### src/rtl/uart_tx_rr_arbiter.sv
// Packet-granular round-robin arbiter that merges NUM_PORTS AXI-stream byte
// sources into the single UART TX stream; a grant lasts until tlast or MAX_BURST bytes.
module uart_tx_rr_arbiter #(
    parameter int DATA_WIDTH = 8,
    parameter int NUM_PORTS  = 4,
    parameter int MAX_BURST  = 16
) (
    input  logic                            clk,
    input  logic                            rst,
    input  logic [NUM_PORTS*DATA_WIDTH-1:0] s_axis_tdata,
    input  logic [NUM_PORTS-1:0]            s_axis_tvalid,
    input  logic [NUM_PORTS-1:0]            s_axis_tlast,
    output logic [NUM_PORTS-1:0]            s_axis_tready,
    output logic [DATA_WIDTH-1:0]           m_axis_tdata,
    output logic                            m_axis_tvalid,
    output logic                            m_axis_tlast,
    input  logic                            m_axis_tready,
    output logic                            grant_valid,
    output logic [$clog2(NUM_PORTS)-1:0]    grant_idx
);
    // state | meaning
    // IDLE  | no owner; pick the next requester after last_grant
    // XFER  | granted port is muxed straight through to the UART TX
    typedef enum logic {IDLE, XFER} state_t;

    localparam int IDX_W = $clog2(NUM_PORTS);
    localparam int CNT_W = (MAX_BURST == 0) ? 1 : $clog2(MAX_BURST + 1);
    localparam logic [CNT_W-1:0] BURST_LAST = (MAX_BURST == 0) ? '0 : CNT_W'(MAX_BURST - 1);
    localparam logic [IDX_W-1:0] LAST_RST   = IDX_W'(NUM_PORTS - 1);

    state_t             state_q, state_d;
    logic [IDX_W-1:0]   grant_q, grant_d;
    logic [IDX_W-1:0]   last_q, last_d;
    logic [CNT_W-1:0]   cnt_q, cnt_d;
    logic [IDX_W-1:0]   pick;
    logic               limit_hit;
    logic               handshake;

    always_ff @(posedge clk or posedge rst) begin
        if (rst) begin
            state_q <= IDLE;
            grant_q <= '0;
            last_q  <= LAST_RST;
            cnt_q   <= '0;
        end else begin
            state_q <= state_d;
            grant_q <= grant_d;
            last_q  <= last_d;
            cnt_q   <= cnt_d;
        end
    end

    // Descending scan so the nearest port after last_grant wins.
    always_comb begin
        pick = '0;
        for (int k = NUM_PORTS; k >= 1; k--) begin
            if (s_axis_tvalid[(int'(last_q) + k) % NUM_PORTS])
                pick = IDX_W'((int'(last_q) + k) % NUM_PORTS);
        end
    end

    assign limit_hit = (MAX_BURST != 0) && (cnt_q == BURST_LAST);
    assign handshake = m_axis_tvalid & m_axis_tready;

    always_comb begin
        state_d = state_q;
        grant_d = grant_q;
        last_d  = last_q;
        cnt_d   = cnt_q;
        case (state_q)
            IDLE: begin
                if (|s_axis_tvalid) begin
                    grant_d = pick;
                    state_d = XFER;
                end
            end
            XFER: begin
                if (handshake) begin
                    if (m_axis_tlast) begin
                        last_d  = grant_q;
                        cnt_d   = '0;
                        state_d = IDLE;
                    end else begin
                        cnt_d = cnt_q + 1'b1;
                    end
                end
            end
            default: state_d = IDLE;
        endcase
    end

    always_comb begin
        m_axis_tdata  = '0;
        m_axis_tvalid = 1'b0;
        m_axis_tlast  = 1'b0;
        s_axis_tready = '0;
        if (state_q == XFER) begin
            m_axis_tdata           = s_axis_tdata[grant_q*DATA_WIDTH +: DATA_WIDTH];
            m_axis_tvalid          = s_axis_tvalid[grant_q];
            m_axis_tlast           = s_axis_tlast[grant_q] | limit_hit;
            s_axis_tready[grant_q] = m_axis_tready;
        end
    end

    assign grant_valid = (state_q == XFER);
    assign grant_idx   = grant_q;

endmodule

### config.mk
export PLATFORM = sky130hd
export DESIGN_NAME = uart_tx_rr_arbiter
export DESIGN_NICKNAME = d
export VERILOG_FILES = /design/src/rtl/uart_tx_rr_arbiter.sv
export SDC_FILE = /design/constraint.sdc
export NUM_CORES = 1
export LEC_CHECK = 0
export BUFFER_PORTS_ARGS = -buffer_cell sky130_fd_sc_hd__buf_2
export CAP_MARGIN = 5
export CORE_MARGIN = 3
export CORE_UTILIZATION = 45
export DETAILED_ROUTE_END_ITERATION = 10
export GPL_TIMING_DRIVEN = 0
export PLACE_DENSITY = 0.89
export SYNTH_ARGS = -nofsm -noshare
export SYNTH_HDL_FRONTEND = slang
export SYNTH_SLANG_ARGS = --single-unit
### constraint.sdc
create_clock -name clk -period 2.7 [get_ports clk]
set_input_delay 0.54 -clock clk [delete_from_list [all_inputs] [get_ports clk]]
set_output_delay 0.54 -clock clk [all_outputs]
set_load 0.03 [all_outputs]
# Word-level counts from Yosys, hierarchy flattened
# Cells that the tools add are included.
[classes]
add_sub_neg = 5
mul = 0
n_div = 0
order_cmp = 6
eq_ne = 1
n_shift = 1
muxes = 31
bitwise = 8
n_reduce_logical = 9
[op_table]
columns = ["operator", "count"]
rows = [
  ["$shiftx 32x6->8", 1],
  ["$lt 3x4->1 const B", 4],
  ["$mux 1", 16],
  ["$bmux 1 s2", 6],
  ["$mux 2", 4],
  ["$mux 8", 1],
  ["$reduce_or 2->1", 4],
  ["$add 5x1->5 const B", 1],
  ["$eq 5x4->1 const B", 1],
  ["$mux 5", 1],
  ["$add 2x1->2 const B", 2],
  ["$add 2x2->2 const B", 2],
  ["$and 1x1->1 const A", 4],
  ["$and 4x4->4", 1],
  ["$mux 4", 1],
  ["$reduce_and 2->1", 2],
  ["$reduce_or 4->1", 1],
  ["$lt 2x3->1 const B", 1],
  ["$reduce_and 3->1", 1],
  ["$demux 1 s2", 1],
  ["$ge 2x1->1 const B", 1],
  ["$pmux 1 s2", 1],
  ["$and 1x1->1", 1],
  ["$logic_and 1x1->1", 1],
  ["2 further kinds", 2],
]
[word_totals]
regBits = 10
latch_bits = 0
ramBits = 0
romBits = 0
output_inout_bits = 17
elab_cells = 65
n_memories = 0

# Depth between registers and ports, before layout
[depth]
depth_word = 10
ltp_mapped = 6
ltp_nobuf = 6

# Worst setup path before layout
# Ideal clock, no wire load.
[synth_path]
path_kind = "register to output"
from = "reg grant_q[1] (netlist: grant_idx[1])"
to = "out s_axis_tready[2]"
arrival_time_ns = 1.707
required_time_ns = 2.160
path_slack_ns = 0.453
path_stages_with_launch = 4
path_buffers = 1
path_cell_list = "dfrtp_1 clkbuf_1 inv_1 nor3_1"
[synth_between]
elab_chain_cells = 6
[synth_lines]
columns = ["element", "line_no", "text"]
rows = [
  ["from (decl)", "32", "logic [IDX_W-1:0] grant_q, grant_d;"],
  ["from (signal assigned)", "47", "grant_q <= grant_d;"],
  ["$lt 2x3->1 (not written as such) / $ge 2x1->1 (equally long branches)", "101", "s_axis_tready[grant_q] = m_axis_tready;"],
  ["$logic_and 1x1->1 (not written as such)", "101", ""],
  ["$mux 1 (not written as such)", "101", ""],
  ["$demux 1 s2 *", "101", ""],
  ["$and 4x4->4 (no source line) *", "-", ""],
  ["$mux 4 *", "97", "if (state_q == XFER) begin"],
  ["to (decl)", "13", "output logic [NUM_PORTS-1:0] s_axis_tready,"],
]
# Every way passes the cells marked *; elsewhere a longest branch is shown, timed or not.

# Worst setup path after layout
[layout_path]
from = "reg grant_q[0] (netlist: grant_idx[0])"
to = "out m_axis_tdata[2]"
[layout_between]
elab_chain_cells = 2
[layout_lines]
columns = ["element", "line_no", "text"]
rows = [
  ["$shiftx 32x6->8", "98", "m_axis_tdata = s_axis_tdata[grant_q*DATA_WIDTH +: DATA_WIDTH];"],
  ["$mux 8", "97", ""],
  ["to (decl)", "14", "output logic [DATA_WIDTH-1:0] m_axis_tdata,"],
]
# No other way between the ends.

==> out/qor.txt <==
CTS clock-pin slew for the worst setup and hold paths: 0.08 ns
ordered cell list for the critical path: buf_6, buf_2, mux4_2, and2_1, buf_2
switching power share of the total: 48.51%
peak supply drop: 0.0006266 V
Detailed Route WL: 2.560 mm
relative slew slack: 65.96%
top routing layer in use: met4
power after layout: 1.381 mW
fraction of layout instances using a drive strength above 1: 55.10%
vias after detailed routing: 930
detailed-routing wirelength on met1: 922 microns
height of the die: 50.99 microns
vias in the first global route: 910
depth of the CTS H-tree: 1
Yosys cell types: 31
CTS Hold Buffers Added: 0
drt pass-1 iters: 4
Final ANT Viol Nets: 0
worst-path fanout max: 10
CTS tree: done
Setup CP Type: reg -> out
Iteration-0 DRC Markers: 12
flip-flop cell with the highest count after synthesis: dfrtp_1
Data arrival, critical path: 1.98 ns
starting density of the core: 50.03%
combinational family with the most area after synthesis: multiplexers
data required time of the critical path: 2.16 ns
Power Dens Cells: 1084 nW/um^2
DRC Markers: 0
internal power of the cells: 0.7111 mW
average size of a mapped cell: 10.84 sq um
met3 WL post-DR: 243 microns
Synth Area in XOR/XNOR: 0%
Hold Crit Class: in -> async
Filler Cell Count: 146
max-capacitance violation count: 0
Combinational Power Share: 69.2%
Overflow after GRT: 0
core outline area: 1821 sq um
number of warnings issued by yosys: 0
Clock Latency Late Sink: 0.28 ns
kind of start point of the critical path: flop
maximum clock insertion buffer count: 2
total number of nets in the final design: 193
Syn-to-layout area delta: 39.83%
most repeated library cell on the critical path: buf_2
Buffers on Ports: 59
net switching power of the design: 0.6700 mW
clock group share of total power: 10.3%
Clock Tree Root: clkbuf_4
cell area after synthesis: 910.9 sq um
Die Footprint: 2600 sq um
cell count after synthesis: 84
CP max stage delay: 0.54 ns
CTS resizes: 0
GPL Wtd Cong: 0.7265
portion of the clock cycle consumed by the worst path in the final layout: 93.43%
number of antenna violations at the first check in global routing: 0
cell with the largest stage delay on the worst path: mux4_2
setup repair after global routing missed its margin: false
hold violation count in the final report: 0
Async SR Flop Fraction: 100.0%
number of cell rows: 15
worst-case clock skew: 0.01104 ns
total nets after synthesis: 129
Sink Count: 10
synthesized-area fraction occupied by ao, oa, aoi and oai cells: 11.13%
total inserted antenna cells: 0
Least-Margin Pin Slew: 0.5107 ns
fraction of synthesized area in multiplexers: 31.18%
critical path startpoint: grant_idx[0]
number of synthesized register bits: 10
half-perimeter wire length of the detailed placement result: 2.172 mm
Tot GR Track Use: 20.47%
total clock buffers created by CTS: 3
Setup Buffers After CTS: 0
register share of total power: 20.5%
leakage power figure: 0.6410 nW
post-DR vias/cell: 5.407
wire per inst: 14.88 microns
wire length of the first global-routing pass: 3.988 mm
setup violation total in the final timing report: 0
number of pins with negative max-slew slack in the final report: 0
post-synthesis simple-gate area fraction: 22.94%
endpoint kind of the worst setup timing path: output pin
Die W: 50.99 microns
I/O pin cnt: 60
number of synthesized flops with an enable pin: 0
reg2reg start: grant_idx[0]
maximum number of pins on one net before global-route repair: 11
post-layout minimum cycle time: 2.523 ns
max frequency: 396.4 MHz
run status: finished clean
number of buffer and inverter stages on the critical path: 3
register area share after synthesis: 27.75%
setup_tns: 0 ns
crit-path leading delay family: buffers and inverters
adder and majority gate portion of the synthesized area: 2.747%
routed wl met2: 1.368 mm
[synthesized netlist by cell type (2+ instances only)]
cell / count / area (sq um)
nand3_1: 2 / 10.01
and3_1: 2 / 12.51
inv_1: 4 / 15.01
clkbuf_1: 2 / 7.510
mux2_2: 3 / 33.78
dfrtp_1: 8 / 200.2
o21ai_0: 5 / 25.02
mux4_1: 4 / 105.1
nand2b_1: 5 / 31.28
dfstp_2: 2 / 52.55
mux4_2: 6 / 135.1
nor2_1: 4 / 15.01
and2_1: 9 / 56.30
a21oi_1: 3 / 15.01
ha_1: 2 / 25.02
o2bb2ai_1: 2 / 17.52
nand2_1: 6 / 22.52
nor3_1: 2 / 10.01
[worst register-to-register path, delay by kind of cell, from the launching register on]
kind                   cells  cell delay (ns)
muxes                      2             0.95
buffers and inverters      1             0.15
DFF                        1             0.39
and+or+nand+nor            2             0.31
[power groups by stage]
stage | combinational, mW | clock [mW] | sequential (mW)
floorplan | 0.697 | 0 | 0.306
global placement | 0.942 | 0 | 0.278
detailed placement | 0.961 | 0 | 0.283
CTS | 0.963 | 0.143 | 0.281
global route | 1.02 | 0.147 | 0.292
finish | 0.956 | 0.142 | 0.283
[final cells by class]
class / instances / area, sq um / share of cell area (%)
well taps: 25 / 31.28 / 2.456
repair buffers: 59 / 295.3 / 23.18
clock buffers: 4 / 36.28 / 2.849
flip-flops and latches: 10 / 252.7 / 19.84
plain buffers: 4 / 23.77 / 1.866
inverters: 4 / 15.01 / 1.179
multi-input cells: 66 / 619.3 / 48.62
[stage by stage]
| stage | worst slack (ns) | hold slack [ns] | area (sq um) | util, % | std cells |
|---|---|---|---|---|---|
| global placement | 0.4705 | 0.4697 | 1237 | 67.97 | 168 |
| CTS | 0.1960 | 0.2457 | 1274 | 69.97 | 172 |
| detailed placement | 0.4614 | 0.4819 | 1237 | 67.97 | 168 |
| global route | 0.1109 | 0.2652 | 1274 | 69.97 | 172 |
| floorplan | 0.4533 | 0.3787 | 910.9 | - | 84 |
| finish | 0.1775 | 0.2249 | 1274 | 69.97 | 172 |
[cells in the final DEF (no fill, tap or decap), drive strengths merged, types with 3 or more instances in the layout]
master,Yosys,layout
buf,2,61
mux2,3,3
mux4,10,10
inv,4,4
nand2b,6,6
o21ai,5,5
dfrtp,8,8
clkbuf,2,6
and2,10,10
nand2,6,6
nor2,4,4
a21oi,3,3
[cells by family after synthesis]
| kind of cell | Yosys count |
|---|---|
| AOI/OAI and AO/OA | 15 |
| adders and majority gates | 2 |
| buffers and inverters | 8 |
| DFF | 10 |
| muxes | 14 |
| and+or+nand+nor | 35 |
[flip-flops by register name, summed over array words and instances, names as in the netlist]
register / count
cnt_q: 5
grant_idx: 2
last_q: 2
grant_valid: 1
[worst paths after layout]
check,endpoint,slack (ns),cells after the start
setup / recovery,m_axis_tdata[2],0.18,5
hold / removal,grant_idx[1],0.22,2
min in group clk,cnt_q[4],0.49,2
setup reg to reg,last_q[0],0.84,5
max in group asynchronous,last_q[1],2.15,2
hold reg to reg,cnt_q[4],0.49,2
[metal layers]
metal	GRT usage [%]	vias up
met5	0	-
met4	6.726	0
met3	4.665	2
met2	39.91	46
met1	21.00	442
li1	-	440
Note: power is estimated with default switching activity, not from simulation.
